File: config.mk
export PLATFORM = sky130hd
export DESIGN_NAME = btn_event_arbiter
export DESIGN_NICKNAME = d
export VERILOG_FILES = /design/src/rtl/btn_event_arbiter.sv
export SDC_FILE = /design/constraint.sdc
export NUM_CORES = 1
export LEC_CHECK = 0
export BUFFER_PORTS_ARGS = -buffer_cell sky130_fd_sc_hd__buf_2
export CORE_ASPECT_RATIO = 0.9
export CORE_MARGIN = 2
export CORE_UTILIZATION = 40
export DETAILED_ROUTE_END_ITERATION = 7
export MAX_ROUTING_LAYER = met4
export PLACE_DENSITY = 0.63
export SYNTH_ARGS = -nofsm -noshare
export SYNTH_HDL_FRONTEND = slang
export SYNTH_SLANG_ARGS = --single-unit
export TNS_END_PERCENT = 30
File: constraint.sdc
create_clock -name clk -period 3.05 [get_ports clk]
set_input_delay 0.305 -clock clk [delete_from_list [all_inputs] [get_ports clk]]
set_output_delay 0.305 -clock clk [all_outputs]
set_load 0.005 [all_outputs]
File: src/rtl/btn_event_arbiter.sv
// Button/switch event collector: per-channel sync, debounce and rise detection, pending
// flags and a one-at-a-time interrupt arbiter. Define BTN_ARB_ROUND_ROBIN_EN for round-robin grants.
`timescale 1ns/1ps

module btn_event_arbiter #(
    parameter  int ID_W       = 2,
    parameter  int DEB_CYCLES = 50000,
    parameter  int DEB_W      = 16,
    localparam int N_BTN      = 2**ID_W
) (
    input  logic             clk,
    input  logic             rst,
    input  logic [N_BTN-1:0] btn_in,
    output logic             irq,
    input  logic             irq_ack,
    output logic [ID_W-1:0]  evt_id,
    output logic [N_BTN-1:0] pending,
    output logic             ovf,
    input  logic             clr
);

    localparam logic [DEB_W-1:0] DEB_MAX = DEB_W'(DEB_CYCLES - 1);

    typedef enum logic [1:0] {
        EDGE_IDLE,
        EDGE_PULSE,
        EDGE_HOLD
    } edge_state_t;

    typedef enum logic [1:0] {
        ARB_IDLE,
        ARB_REQ,
        ARB_GAP
    } arb_state_t;

    logic [N_BTN-1:0] sync1_reg;
    logic [N_BTN-1:0] sync_reg;
    logic [N_BTN-1:0] rise;
    logic [N_BTN-1:0] ack_hit;
    logic [N_BTN-1:0] ovf_set;
    logic [N_BTN-1:0] pending_reg;
    logic [N_BTN-1:0] pending_next;
    logic             ovf_reg;
    logic             irq_reg;
    logic [ID_W-1:0]  evt_id_reg;
    logic [ID_W-1:0]  evt_id_next;
    logic [ID_W-1:0]  sel_id;
    logic             ack_fire;
    arb_state_t       arb_state_reg;
    arb_state_t       arb_state_next;

    // Two-stage synchronizer; btn_in is asynchronous to clk.
    always_ff @(posedge clk or posedge rst) begin
        if (rst) begin
            sync1_reg <= '0;
            sync_reg  <= '0;
        end else begin
            sync1_reg <= btn_in;
            sync_reg  <= sync1_reg;
        end
    end

    // An acknowledge only counts while a request is actually outstanding.
    assign ack_fire = (arb_state_reg == ARB_REQ) && irq_ack;

    genvar gi;
    generate
        for (gi = 0; gi < N_BTN; gi++) begin : g_chan
            logic [DEB_W-1:0] cnt_reg;
            logic             stable_reg;
            edge_state_t      edge_state_reg;
            edge_state_t      edge_state_next;

            // Any cycle of agreement restarts the count, so only an unbroken
            // run of DEB_CYCLES differing cycles moves the stable level.
            always_ff @(posedge clk or posedge rst) begin
                if (rst) begin
                    cnt_reg    <= '0;
                    stable_reg <= 1'b0;
                end else if (sync_reg[gi] == stable_reg) begin
                    cnt_reg <= '0;
                end else if (cnt_reg == DEB_MAX) begin
                    stable_reg <= sync_reg[gi];
                    cnt_reg    <= '0;
                end else begin
                    cnt_reg <= cnt_reg + DEB_W'(1);
                end
            end

            always_ff @(posedge clk or posedge rst) begin
                if (rst) begin
                    edge_state_reg <= EDGE_IDLE;
                end else begin
                    edge_state_reg <= edge_state_next;
                end
            end

            always_comb begin
                edge_state_next = edge_state_reg;
                case (edge_state_reg)
                    EDGE_IDLE:  if (stable_reg)  edge_state_next = EDGE_PULSE;
                    EDGE_PULSE: edge_state_next = EDGE_HOLD;
                    EDGE_HOLD:  if (!stable_reg) edge_state_next = EDGE_IDLE;
                    default:    edge_state_next = EDGE_IDLE;
                endcase
            end

            assign rise[gi]    = (edge_state_reg == EDGE_PULSE);
            assign ack_hit[gi] = ack_fire && (evt_id_reg == ID_W'(gi));

            // A fresh rise beats both clears so an event landing on its own ack is not lost.
            assign pending_next[gi] = rise[gi]                ? 1'b1 :
                                      (ack_hit[gi] || clr)    ? 1'b0 :
                                                                pending_reg[gi];

            assign ovf_set[gi] = rise[gi] && pending_reg[gi] && !ack_hit[gi];
        end
    endgenerate

    always_ff @(posedge clk or posedge rst) begin
        if (rst) begin
            pending_reg <= '0;
            ovf_reg     <= 1'b0;
        end else begin
            pending_reg <= pending_next;
            ovf_reg     <= (|ovf_set) || (ovf_reg && !clr);
        end
    end

`ifdef BTN_ARB_ROUND_ROBIN_EN
    logic [ID_W-1:0] last_grant_reg;
    logic [ID_W-1:0] cand;
    logic            sel_found;

    // Starting at N_BTN-1 makes the first search begin at index 0.
    always_ff @(posedge clk or posedge rst) begin
        if (rst) begin
            last_grant_reg <= ID_W'(N_BTN - 1);
        end else if (ack_fire) begin
            last_grant_reg <= evt_id_reg;
        end
    end

    // Index arithmetic wraps naturally because N_BTN is a power of two.
    always_comb begin
        sel_id    = '0;
        sel_found = 1'b0;
        cand      = '0;
        for (int k = 0; k < N_BTN; k++) begin
            cand = last_grant_reg + ID_W'(k + 1);
            if (!sel_found && pending_reg[cand]) begin
                sel_id    = cand;
                sel_found = 1'b1;
            end
        end
    end
`else
    // Scan downward so the lowest pending index is the last to be written.
    always_comb begin
        sel_id = '0;
        for (int k = N_BTN - 1; k >= 0; k--) begin
            if (pending_reg[k]) begin
                sel_id = ID_W'(k);
            end
        end
    end
`endif

    always_ff @(posedge clk or posedge rst) begin
        if (rst) begin
            arb_state_reg <= ARB_IDLE;
            evt_id_reg    <= '0;
            irq_reg       <= 1'b0;
        end else begin
            arb_state_reg <= arb_state_next;
            evt_id_reg    <= evt_id_next;
            irq_reg       <= (arb_state_next == ARB_REQ);
        end
    end

    // A clr during ARB_REQ does not abort the request; the processor still acks it.
    always_comb begin
        arb_state_next = arb_state_reg;
        evt_id_next    = evt_id_reg;
        case (arb_state_reg)
            ARB_IDLE: begin
                if (|pending_reg) begin
                    evt_id_next    = sel_id;
                    arb_state_next = ARB_REQ;
                end
            end
            ARB_REQ: begin
                if (irq_ack) begin
                    arb_state_next = ARB_GAP;
                end
            end
            ARB_GAP: begin
                arb_state_next = ARB_IDLE;
            end
            default: begin
                arb_state_next = ARB_IDLE;
            end
        endcase
    end

    assign irq     = irq_reg;
    assign evt_id  = evt_id_reg;
    assign pending = pending_reg;
    assign ovf     = ovf_reg;

endmodule

## After elaboration in Yosys (flattened, before gate mapping)

Index checks and enable logic that the tools add are counted.

- Input bits: 8
- Logic and storage cells: 139
- Output and inout bits: 8
- Register bits after elaboration: 94

- Reductions and logical operators: 45
- Eq/ne operators: 29
- Multiplexer cells: 35
- Add/subtract/negate cells: 4
- Bitwise logic cells: 4

Operators with widths:

| kind | count |
|---|---|
| two-way mux 16 bit | 8 |
| adder 16 x 1 -> 16 bit (second input constant) | 4 |
| equality test 16 bit (second input constant) | 4 |
| two-way mux 2 bit | 14 |
| one-hot mux 2 bit (3 select lines) | 4 |
| AND reduction 2 bit | 9 |
| inequality test 2 bit (second input constant) | 8 |
| equality test 2 x 1 -> 1 bit (second input constant) | 7 |
| logical AND 1 bit | 14 |
| equality test 2 bit (second input constant) | 6 |
| zero test 2 bit | 6 |
| two-way mux 1 bit | 8 |
| nonzero test 2 bit | 4 |
| OR reduction 4 bit | 2 |
| zero test 1 bit | 5 |
| logical OR 1 bit | 5 |
| equality test 1 bit | 4 |
| inverter 1 bit | 4 |
| one-hot mux 2 bit (2 select lines) | 1 |

## Logic depth before layout (Yosys ltp)

Gate-level depths: netlist of run 1.

- Depth after elaboration: 7
- Depth in mapped cells: 6
- Gate-level depth less buffers: 5

## Least setup slack after synthesis of run 1

No wires, ideal clock.

- Kind: reg2reg
- Start: register g_chan[1].cnt_reg[10]
- End: register g_chan[1].cnt_reg[10]
- Period minus slack after synthesis: 1,652 ps
- Required time: 2,931 ps
- Slack: 1,398 ps
- Stages on the path, launching flop included: 5
- Data arrival time: 1,534 ps
- Library setup time: 119 ps
- Buffers on the path: 1
- Cell sequence: dfrtp_1 > or3_1 > o41ai_4 > buf_6 > nor2_1

- Cells in the longest elaborated chain, start to end: 3
- Elaborated cells between the ends (all ways): 4
- Classes of those cells: add/sub (1); eq/ne (1); mux (2)

Ends and longest elaborated chain:

| item | line | text |
|---|---|---|
| from (decl) | 69 | `logic [DEB_W-1:0] cnt_reg;` |
| from (signal assigned) | 86 | `cnt_reg <= cnt_reg + DEB_W'(1);` |
| adder 16 x 1 -> 16 bit or equality test 16 bit (tied branches) | 86, 82 |  |
| two-way mux 16 bit * | 82 | `end else if (cnt_reg == DEB_MAX) begin` |
| two-way mux 16 bit * | 80 | `end else if (sync_reg[gi] == stable_reg) begin` |

Every way passes the cells marked *; elsewhere a longest branch is shown, timed or not.
A chain may end at the register's enable or synchronous reset.

## Worst setup path in the final report of run 1

- Start: register g_chan[2].cnt_reg[0]
- End: register g_chan[2].cnt_reg[3]

- Cells in the longest elaborated chain, start to end: 3
- Elaborated cells between the ends (all ways): 4
- Classes of those cells: add/sub (1); eq/ne (1); mux (2)

Ends and longest elaborated chain:

| item | line |
|---|---|
| from (decl) | 69 |
| from (signal assigned) | 86 |
| adder 16 x 1 -> 16 bit or equality test 16 bit (tied branches) | 86, 82 |
| two-way mux 16 bit * | 82 |
| two-way mux 16 bit * | 80 |

Marked as above.

==> results of run 1 <==
[synth_stat cells]
cell type  number
nor2_1         78
a32oi_1         2
nor4_1         21
o211ai_1        1
nand3b_1        8
and3b_1         1
xnor2_1        49
dfrtp_1        94
nand4_1        15
or3b_1          1
a31oi_1         1
nor2b_1         3
nor4b_1         1
buf_6           3
nand2b_1        4
a221oi_1        2
mux2_2          4
or3_1           1
a21o_1          1
o221a_2         1
nor4b_2         1
nor3b_1         4
nor4bb_1        2
nand3_1        25
nand2_1        22
inv_1          17
a21oi_1         1
nor3_1         18
and3_1          3
o41ai_4         3
ha_1            4
o21ai_0         4
o21a_1          1
xor2_1         11
buf_2           2
[per-stage QoR]
step | hold WS [ns] | util | std cells
after floorplan | 0.331 | - | 409
after global placement | 0.334 | 0.437 | 549
after detailed placement | 0.336 | 0.437 | 549
after CTS | 0.0641 | 0.465 | 565
after global routing | 0.0640 | 0.465 | 565
final | 0.0636 | 0.465 | 565
[path summary, 6_finish.rpt]
path / start / to / slack (ns) / cells after the start
min reg2reg: sync1_reg[2] / sync_reg[2] / 0.35 / 0
max in group asynchronous: rst / sync1_reg[1] / 2.28 / 3
min in group clk: btn_in[2] / sync1_reg[2] / 0.08 / 1
min: rst / g_chan[3].cnt_reg[11] / 0.06 / 2
max reg2reg: g_chan[2].cnt_reg[0] / g_chan[2].cnt_reg[3] / 1.0 / 4
max: g_chan[2].cnt_reg[0] / g_chan[2].cnt_reg[3] / 1.0 / 4
[area by class of cell]
type,instances,area share
well taps,129,0.0336
clock inverters,7,0.0138
inverters,17,0.0135
flip-flops and latches,94,0.490
multi-input cells,293,0.383
repair buffers,16,0.0198
clock buffers,9,0.0469
[power groups by stage]
stage                     clock network [uW]  registers, uW  logic [uW]
after global routing                    1160           1310         120
after floorplan                            0           1320        78.7
after detailed placement                   0           1330         106
after CTS                               1110           1300         107
after global placement                     0           1320         104
final                                   1080           1300         103
[logic make-up (layout without fill, tap and decap cells)]
| kind of cell | after synthesis | in the layout | synth area share |
|---|---|---|---|
| AND/OR/NAND/NOR | 208 | 208 | 0.241 |
| flip-flops | 94 | 94 | 0.547 |
| XOR/XNOR | 60 | 60 | 0.122 |
| buffers and inverters | 22 | 49 | 0.0250 |
| AO/OA/AOI/OAI | 17 | 17 | 0.0425 |
| adder cells (fa/ha/maj) | 4 | 4 | 0.0116 |
| multiplexers | 4 | 4 | 0.0105 |
[cell usage in the layout (no fill, tap or decap), types with 8 or more instances in the layout]
cell type  instances
buf_2             15
clkbuf_16          9
dfrtp_1           94
inv_1             16
nand2_1           22
nand3_1           25
nand3b_1           8
nand4_1           15
nor2_1            78
nor3_1            18
nor4_1            21
xnor2_1           49
xor2_1            11
[worst register-to-register path: cells and delay by family (launching register included)]
kind | cells | cell delay, ns
AOI/OAI and AO/OA | 1 | 0.87
DFF | 1 | 0.38
adders and majority gates | 1 | 0.20
and+or+nand+nor | 2 | 0.45
[layer usage]
metal,up-vias,track usage,part of all wire
met5,-,-,0
met4,0,0.0403,0.0081
met3,5,0.0326,0.028
met2,40,0.218,0.46
met1,1416,0.192,0.51
li1,1458,-,-
==> results_dict.tcl, run 1 <==
set metrics [dict create \
    status "completed" \
    vias 2919 \
    synth_area_leader_cell "dfrtp_1" \
    syn_inst 409 \
    routabilityCongestion 0.849 \
    power_frac_comb 0.042 \
    core-area_sq_mm 0.0103 \
    worstPathCellList "ha_1, nand3_1, o41ai_4, nor2_1" \
    p_sw_frac 0.240 \
    grt_max_degree 53 \
    grt_pass1_vias 2830 \
    net-switching-power_uw 596 \
    ys_ff_latch 94 \
    crit_path_end_kind "flip-flop" \
    cp-start-kind "flip-flop" \
    die-area_sq_mm 0.0116 \
    area_growth_pct 11.8 \
    ctsResizeCount 0 \
    crit_family "compound AO/OA/AOI/OAI gates" \
    seq_area_sq_mm 0.00235 \
    dr.pass1.iters 4 \
    pre_cts_ws_ns 0.990 \
    die_y_um 102 \
    tightest_slew_ns 0.853 \
    drc 0 \
    ys_seq_area_frac 0.547 \
    synth_area_sq_mm 0.00430 \
    clk_pin_slew_ns 0.07 \
    placed_area_sq_mm 0.00451 \
    clk_latency_ns 0.34 \
    cp_slowest_stage_delay_ns 0.87 \
    finalInstanceArea_sq_mm 0.00480 \
    cts_tree "yes" \
    setup_viol 0 \
    drt-wirelength-per-cell_um 13.1 \
    ir_worst_vdd_mv 0.252 \
    largest_reg_flops 64 \
    rsz0062_at_grt "no" \
    cts_buffers 9 \
    hold_buffers 0 \
    cp_data_required_time_ns 3.23 \
    p_int_uw 1890 \
    synth.distinct_cells 35 \
    fin_nets 443 \
    clock_power_share 0.434 \
    io_pins 16 \
    path_buf_inv 0 \
    period_needed_ns 2.05 \
    portBuffers 15 \
    antenna_left 0 \
    synth_top_area_share 0.547 \
    p_seq_frac 0.525 \
    viasPerCell 5.17 \
    power.density_mw_per_mm2 517 \
    fillers 944 \
    slowest_stage "o41ai_4" \
    yosysWarnings 0 \
    p_total_uw 2480 \
    clock_sinks 94 \
    die_x_um 113 \
    postCtsSetupBuffers 0 \
    fmax_mhz 487 \
    hold_path.class "primary input to async pin" \
    cts_max_path_buffers 2 \
    drt_iter0_markers 154 \
    finalClockSkew_ns 0.00781 \
    overflow 0 \
    maxCapViolations 0 \
    setup_ws_ns 0.997 \
    synth_nets 421 \
    setup-tns-final_ns 0 \
    hold_violations 0 \
    start_util 0.416 \
    cts_root_buf "clkbuf_16" \
    slew_headroom 0.429 \
    grt_first_pass_wirelength_um 13100 \
    track_usage 0.142 \
    path_class "flip-flop to flip-flop" \
    cp_max_fo 16 \
    synth_area_per_cell_sq_um 10.5 \
    wl_um 7410 \
    grt_antenna_before_repair 0 \
    slew_violations 0 \
    min_period_over_period 0.673 \
    n_antenna_cell 0 \
    place_hpwl_um 4990 \
    p_leak_uw 0.00202 \
    h-tree-depth 3 \
    final_layout_size_suffix_gt1_frac 0.0963 \
    multi_input_area_sq_mm 0.00184 \
    synth.top_cells.by_area "dfrtp_1, xnor2_1, nor2_1" \
    arrival_ns 2.23 \
    rows 35 \
]
Note: power is estimated with default switching activity, not from simulation.
==> inputs of run 2 (changes only) <==
clock period = 2 ns   (was 3.05 ns; I/O delays follow)
==> run 2 against run 1 <==
  * Global-route usage is 0.69 points higher
  * Sequential share of layout area down 0.99 points
  * Clock power grew 46%
  * Cell count increased by 2.1%
  * Clock-buffer cell count increased by 1
  * Via count up 1.2%
  * Register-to-register slack worse by 0.76 ns
  * Clock skew down 0.00067 ns
  * Sequential cell count is the same
  * Die area did not move
  * First-iteration DRC count grew 3.9%
  * Design area rose by 2.1%
  * Critical endpoint is now g_chan[2].stable_reg
==> results_dict.tcl, run 2 (same netlist as run 1, synthesis figures left out) <==
set metrics [dict create \
    power_frac_comb 0.048 \
    dr.pass1.iters 4 \
    n_antenna_cell 0 \
    place_hpwl_um 5220 \
    clk_latency_ns 0.34 \
    fmax_mhz 568 \
    period_needed_ns 1.76 \
    clk_pin_slew_ns 0.07 \
    cts_root_buf "clkbuf_16" \
    grt_max_degree 38 \
    stdcell_count 577 \
    drt-wirelength-per-cell_um 13.0 \
    clock_sinks 94 \
    grt_first_pass_wirelength_um 13400 \
    path_class "flip-flop to flip-flop" \
    fin_nets 455 \
    net-switching-power_uw 877 \
    track_usage 0.149 \
    cts_buffers 9 \
    final_cell_mix "dfrtp_1, nor2_1, xnor2_1" \
    dp.cells 556 \
    cp_max_fo 8 \
    die_x_um 113 \
    arrival_ns 1.98 \
    status "completed" \
    final_util 0.474 \
    finalClockSkew_ns 0.00714 \
    die_y_um 102 \
    setup_viol 0 \
    wl_um 7510 \
    viasPerCell 5.12 \
    cp-start-kind "flip-flop" \
    start_util 0.416 \
    tightest_slew_ns 0.634 \
    routabilityCongestion 0.847 \
    hold_violations 0 \
    hold_path.class "primary input to flip-flop" \
    p_seq_frac 0.530 \
    p_leak_uw 0.00207 \
    maxCapViolations 0 \
    drt_iter0_markers 160 \
    ctsResizeCount 0 \
    cts_tree "yes" \
    slew_headroom 0.576 \
    cp_data_required_time_ns 2.22 \
    setup-tns-final_ns 0 \
    clock_power_share 0.422 \
    vias 2953 \
    slew_violations 0 \
    finalInstanceArea_sq_mm 0.00490 \
    h-tree-depth 3 \
    final_layout_size_suffix_gt1_frac 0.107 \
    core-area_sq_mm 0.0103 \
    io_pins 16 \
    die-area_sq_mm 0.0116 \
    mostFrequentLayoutCell "dfrtp_1" \
    min_period_over_period 0.881 \
    antenna_left 0 \
    p_sw_frac 0.234 \
    grt_pass1_vias 2864 \
    portBuffers 15 \
    ff2ff_setup_slack_ns 0.24 \
    drc 0 \
    power.density_mw_per_mm2 764 \
    grt_antenna_before_repair 0 \
    placed_area_sq_mm 0.00458 \
    area_growth_pct 14.1 \
    ir_worst_vdd_mv 0.412 \
    cts_max_path_buffers 2 \
    rsz0062_at_grt "no" \
    largest_reg_flops 64 \
    rows 35 \
    crit_path_end_kind "flip-flop" \
    overflow 0 \
    p_int_uw 2870 \
    fillers 952 \
]
-- run 2: cell types whose count changed in the layout (fill, tap and decap cells not counted) --
cell,change
inv_8,-3
buf_4,+6
dlygate4sd3_1,+5
inv_6,+2
clkinv_2,+1
buf_12,+1
clkinv_4,-1
clkbuf_1,+1
-- run 2: area by class of cell --
class,instances,area [sq um],area share
timing repair buffer,28,210,0.0429
multi-input combinational,293,1840,0.375
clock inverter,6,43.8,0.00893
inverter,17,67.6,0.0138
sequential,94,2350,0.480
tap,129,161,0.0329
clock buffer,10,229,0.0467
-- run 2: layer usage --
layer | track usage | part of all wire | vias to the layer above
li1 | - | - | 1478
met1 | 0.201 | 0.51 | 1434
met2 | 0.225 | 0.45 | 36
met3 | 0.0391 | 0.026 | 5
met4 | 0.0403 | 0.011 | 0
met5 | - | 0 | -
-- run 2: what timing repair did --
item | 4_1_cts | 5_1_grt
hold buffers | 5 | 0
buffers inserted | 0 | 0
hold endpoints to repair | 29 | 0
-- run 2: path summary, 6_finish.rpt --
path | depth (start not counted) | endpoint | from
setup / recovery | 4 | g_chan[2].stable_reg | g_chan[2].cnt_reg[0]
hold / removal | 2 | irq | irq_ack
setup reg to reg | 4 | g_chan[2].stable_reg | g_chan[2].cnt_reg[0]
hold reg to reg | 0 | sync_reg[3] | sync1_reg[3]
max in group asynchronous | 4 | sync_reg[2] | rst
min in group asynchronous | 3 | irq | rst
-- run 2: per-stage QoR --
step / worst slack (ns) / hold slack, ns / power, uW
2_1_floorplan: 0.348 / 0.231 / 2140
3_3_place_gp: 0.314 / 0.309 / 2190
3_5_place_dp: 0.254 / 0.309 / 2200
4_1_cts: 0.239 / 0.0790 / 3800
5_1_grt: 0.0982 / 0.0910 / 3910
6_report: 0.239 / 0.0886 / 3750
-- run 2: critical path, cell delays in order, from the launching register on --
cell	delay [ns]
dfrtp_1	0.39
ha_1	0.20
nand3_1	0.32
nor4_1	0.37
mux2_2	0.37
-- run 2: power groups by stage --
stage / Clock [uW] / Sequential [uW] / Combinational (uW)
3_3_place_gp: 0 / 2020 / 174
2_1_floorplan: 0 / 2020 / 120
3_5_place_dp: 0 / 2020 / 179
4_1_cts: 1630 / 1990 / 187
6_report: 1580 / 1990 / 180
5_1_grt: 1710 / 1990 / 208
==> inputs of run 3 (changes only) <==
ABC_AREA = 1   (was unset)
PLACE_DENSITY = 0.62   (was 0.63)
==> run 3 against run 2 <==
  * Routed wire length is 24% higher
  * Clock skew down 0.0016 ns
  * Critical path depth rose by 2
  * Worst setup slack improved by 0.26 ns
  * Clock-buffer cell count grew 3
  * Sequential power hardly changed
  * Non-clock buffer count down 8
  * Highest routed layer unchanged
  * Global-route usage rose by 1.7 points
  * The flow now finishes with violations (negative hold slack)
  * Sequential share of layout area down 4.5 points
  * Worst hold slack worse by 0.11 ns
==> results_dict.tcl, run 3 <==
set metrics [dict create \
    hold_path.class "primary input to async pin" \
    tightest_slew_ns 0.489 \
    synth_area_sq_mm 0.00479 \
    worstReg2RegEnd "g_chan[0].cnt_reg[8]" \
    synth.most_common_cell "nor2_1" \
    ir_worst_vdd_mv 0.373 \
    setup_viol 0 \
    drt_iter0_markers 227 \
    slew_headroom 0.671 \
    die_x_um 119 \
    arrival_ns 1.74 \
    syn_inst 611 \
    finalClockSkew_ns 0.00554 \
    ys.flop_type "dfrtp_1" \
    wl_um 9350 \
    viasPerCell 4.83 \
    synth-edff-count 0 \
    power_frac_comb 0.042 \
    synth_common_cells "nor2_1, nand2_1, dfrtp_1" \
    cp_data_required_time_ns 2.23 \
    cp-startpoint "g_chan[0].cnt_reg[0]" \
    cts_buffers 9 \
    rsz0062_at_grt "no" \
    synth_area_per_cell_sq_um 7.84 \
    grt_max_degree 95 \
    p_int_uw 2930 \
    r2r_cells 6 \
    p_leak_uw 0.00272 \
    cts_max_path_buffers 2 \
    grt_first_pass_wirelength_um 16600 \
    synth.top_cells.by_area "dfrtp_1, nor2_1, nand2_1" \
    ys_ff_latch 94 \
    p_sw_frac 0.223 \
    path_class "flip-flop to flip-flop" \
    yosysWarnings 0 \
    fmax_mhz 664 \
    timing.hold.ws_ns -0.0215 \
    synth_area_leader_cell "dfrtp_1" \
    grt_antenna_before_repair 0 \
    die_y_um 108 \
    ys_seq_area_frac 0.491 \
    io_pins 16 \
    setup-tns-final_ns 0 \
    routabilityCongestion 0.892 \
    clk_latency_ns 0.35 \
    final_cell_mix "nor2_1, nand2_1, dfrtp_1" \
    antenna_left 0 \
    track_usage 0.167 \
    vias 3876 \
    synth_top_area_share 0.491 \
    start_util 0.414 \
    overflow 0 \
    rows 37 \
    p_total_uw 3780 \
    hold_violations 26 \
    status "finished with violations" \
    slew_violations 0 \
    largest_reg_flops 64 \
    ff2ff_setup_slack_ns 0.49 \
    net-switching-power_uw 843 \
    area_growth_pct 13.0 \
    ctsResizeCount 0 \
    synth.distinct_cells 26 \
    portBuffers 15 \
    h-tree-depth 3 \
    cts_tree "yes" \
    min_period_over_period 0.753 \
    async_flop_share 1.00 \
    cts_root_buf "clkbuf_16" \
    cp_max_fo 6 \
    die-area_sq_mm 0.0129 \
    timing.rr.start "g_chan[0].cnt_reg[0]" \
    clock_sinks 94 \
    place_hpwl_um 6710 \
    n_antenna_cell 0 \
    violations "negative hold slack" \
    mostFrequentLayoutCell "nor2_1" \
    dr.pass1.iters 5 \
    fillers 1139 \
    grt_pass1_vias 3699 \
    drc 0 \
    maxCapViolations 0 \
    p_seq_frac 0.522 \
    clk_pin_slew_ns 0.06 \
    postCtsSetupBuffers 0 \
    cp-start-kind "flip-flop" \
    power.density_mw_per_mm2 698 \
    drt-wirelength-per-cell_um 11.6 \
    period_needed_ns 1.51 \
    clock_power_share 0.436 \
    final_layout_size_suffix_gt1_frac 0.0958 \
    crit_path_end_kind "flip-flop" \
    synth_nets 623 \
    core-area_sq_mm 0.0116 \
    fin_nets 654 \
]
-- run 3: cell types whose count changed in the layout (fill, tap and decap cells not counted), moves of 6 or more --
cell      change
nand2_1     +107
nor3_1       -16
nand3b_1      -7
nand2_2       +8
a21oi_1       +8
o21ai_0       +8
inv_1        +59
buf_4         -6
nand3_1      +32
xnor2_1      -42
nor2_1       +71
nor4_1       -21
-- run 3: what timing repair did --
action / CTS / global route
endpoints found under the setup margin: 0 / 0
hold buffers: 4 / 0
hold endpoints to repair: 4 / 0
-- run 3: metrics by stage --
stage	cell area, sq um	setup WS, ns	util	std cells
final	5410	0.494	0.467	803
after global routing	5410	0.303	0.467	803
after floorplan	4790	0.694	-	611
after detailed placement	5080	0.486	0.439	783
after global placement	5080	0.567	0.439	783
after CTS	5410	0.483	0.467	803
-- run 3: worst max path at each step --
stage,depth (start not counted),slack (ns),to
global placement,6,0.57,g_chan[0].cnt_reg[8]
finish,6,0.49,g_chan[0].cnt_reg[8]
detailed placement,6,0.49,g_chan[0].cnt_reg[8]
global route,6,0.30,g_chan[0].cnt_reg[3]
floorplan,1,0.69,arb_state_reg[0]
CTS,6,0.48,g_chan[0].cnt_reg[8]
-- run 3: cells by family after synthesis --
kind of cell | share of synthesized area
fa+ha+maj | 0.0105
flops | 0.491
simple gates | 0.344
xor+xnor | 0.0410
compound gates | 0.0502
buf+inv | 0.0627
-- run 3: critical path, stage by stage, from the launching register on --
cell and delay, ns:
dfrtp_1 0.38, ha_1 0.21, nand3_1 0.19, nor3_2 0.18, nand2_1 0.20, nand2_2 0.18, nor2_1 0.06
-- run 3: area by class of cell --
cell class	instances	area (sq um)	share of cell area
inverter	80	304	0.0562
clock inverter	3	17.5	0.00324
clock buffer	13	270	0.0500
multi-input combinational	437	2140	0.395
tap	156	195	0.0361
timing repair buffer	20	135	0.0250
sequential	94	2350	0.435
-- run 3: layer usage --
metal,global-route usage,share of wire,routed length (um),vias up
met3,0.0466,0.038,352,17
li1,-,-,-,1994
met2,0.263,0.45,4230,64
met5,-,0,0,-
met1,0.211,0.50,4630,1801
met4,0.0513,0.015,137,0
-- run 3: power groups by stage --
stage / sequential, uW / combinational (uW) / clock [uW]
detailed placement: 2010 / 159 / 0
global route: 1980 / 188 / 1780
floorplan: 2000 / 108 / 0
global placement: 2010 / 156 / 0
CTS: 1970 / 166 / 1720
finish: 1970 / 160 / 1640
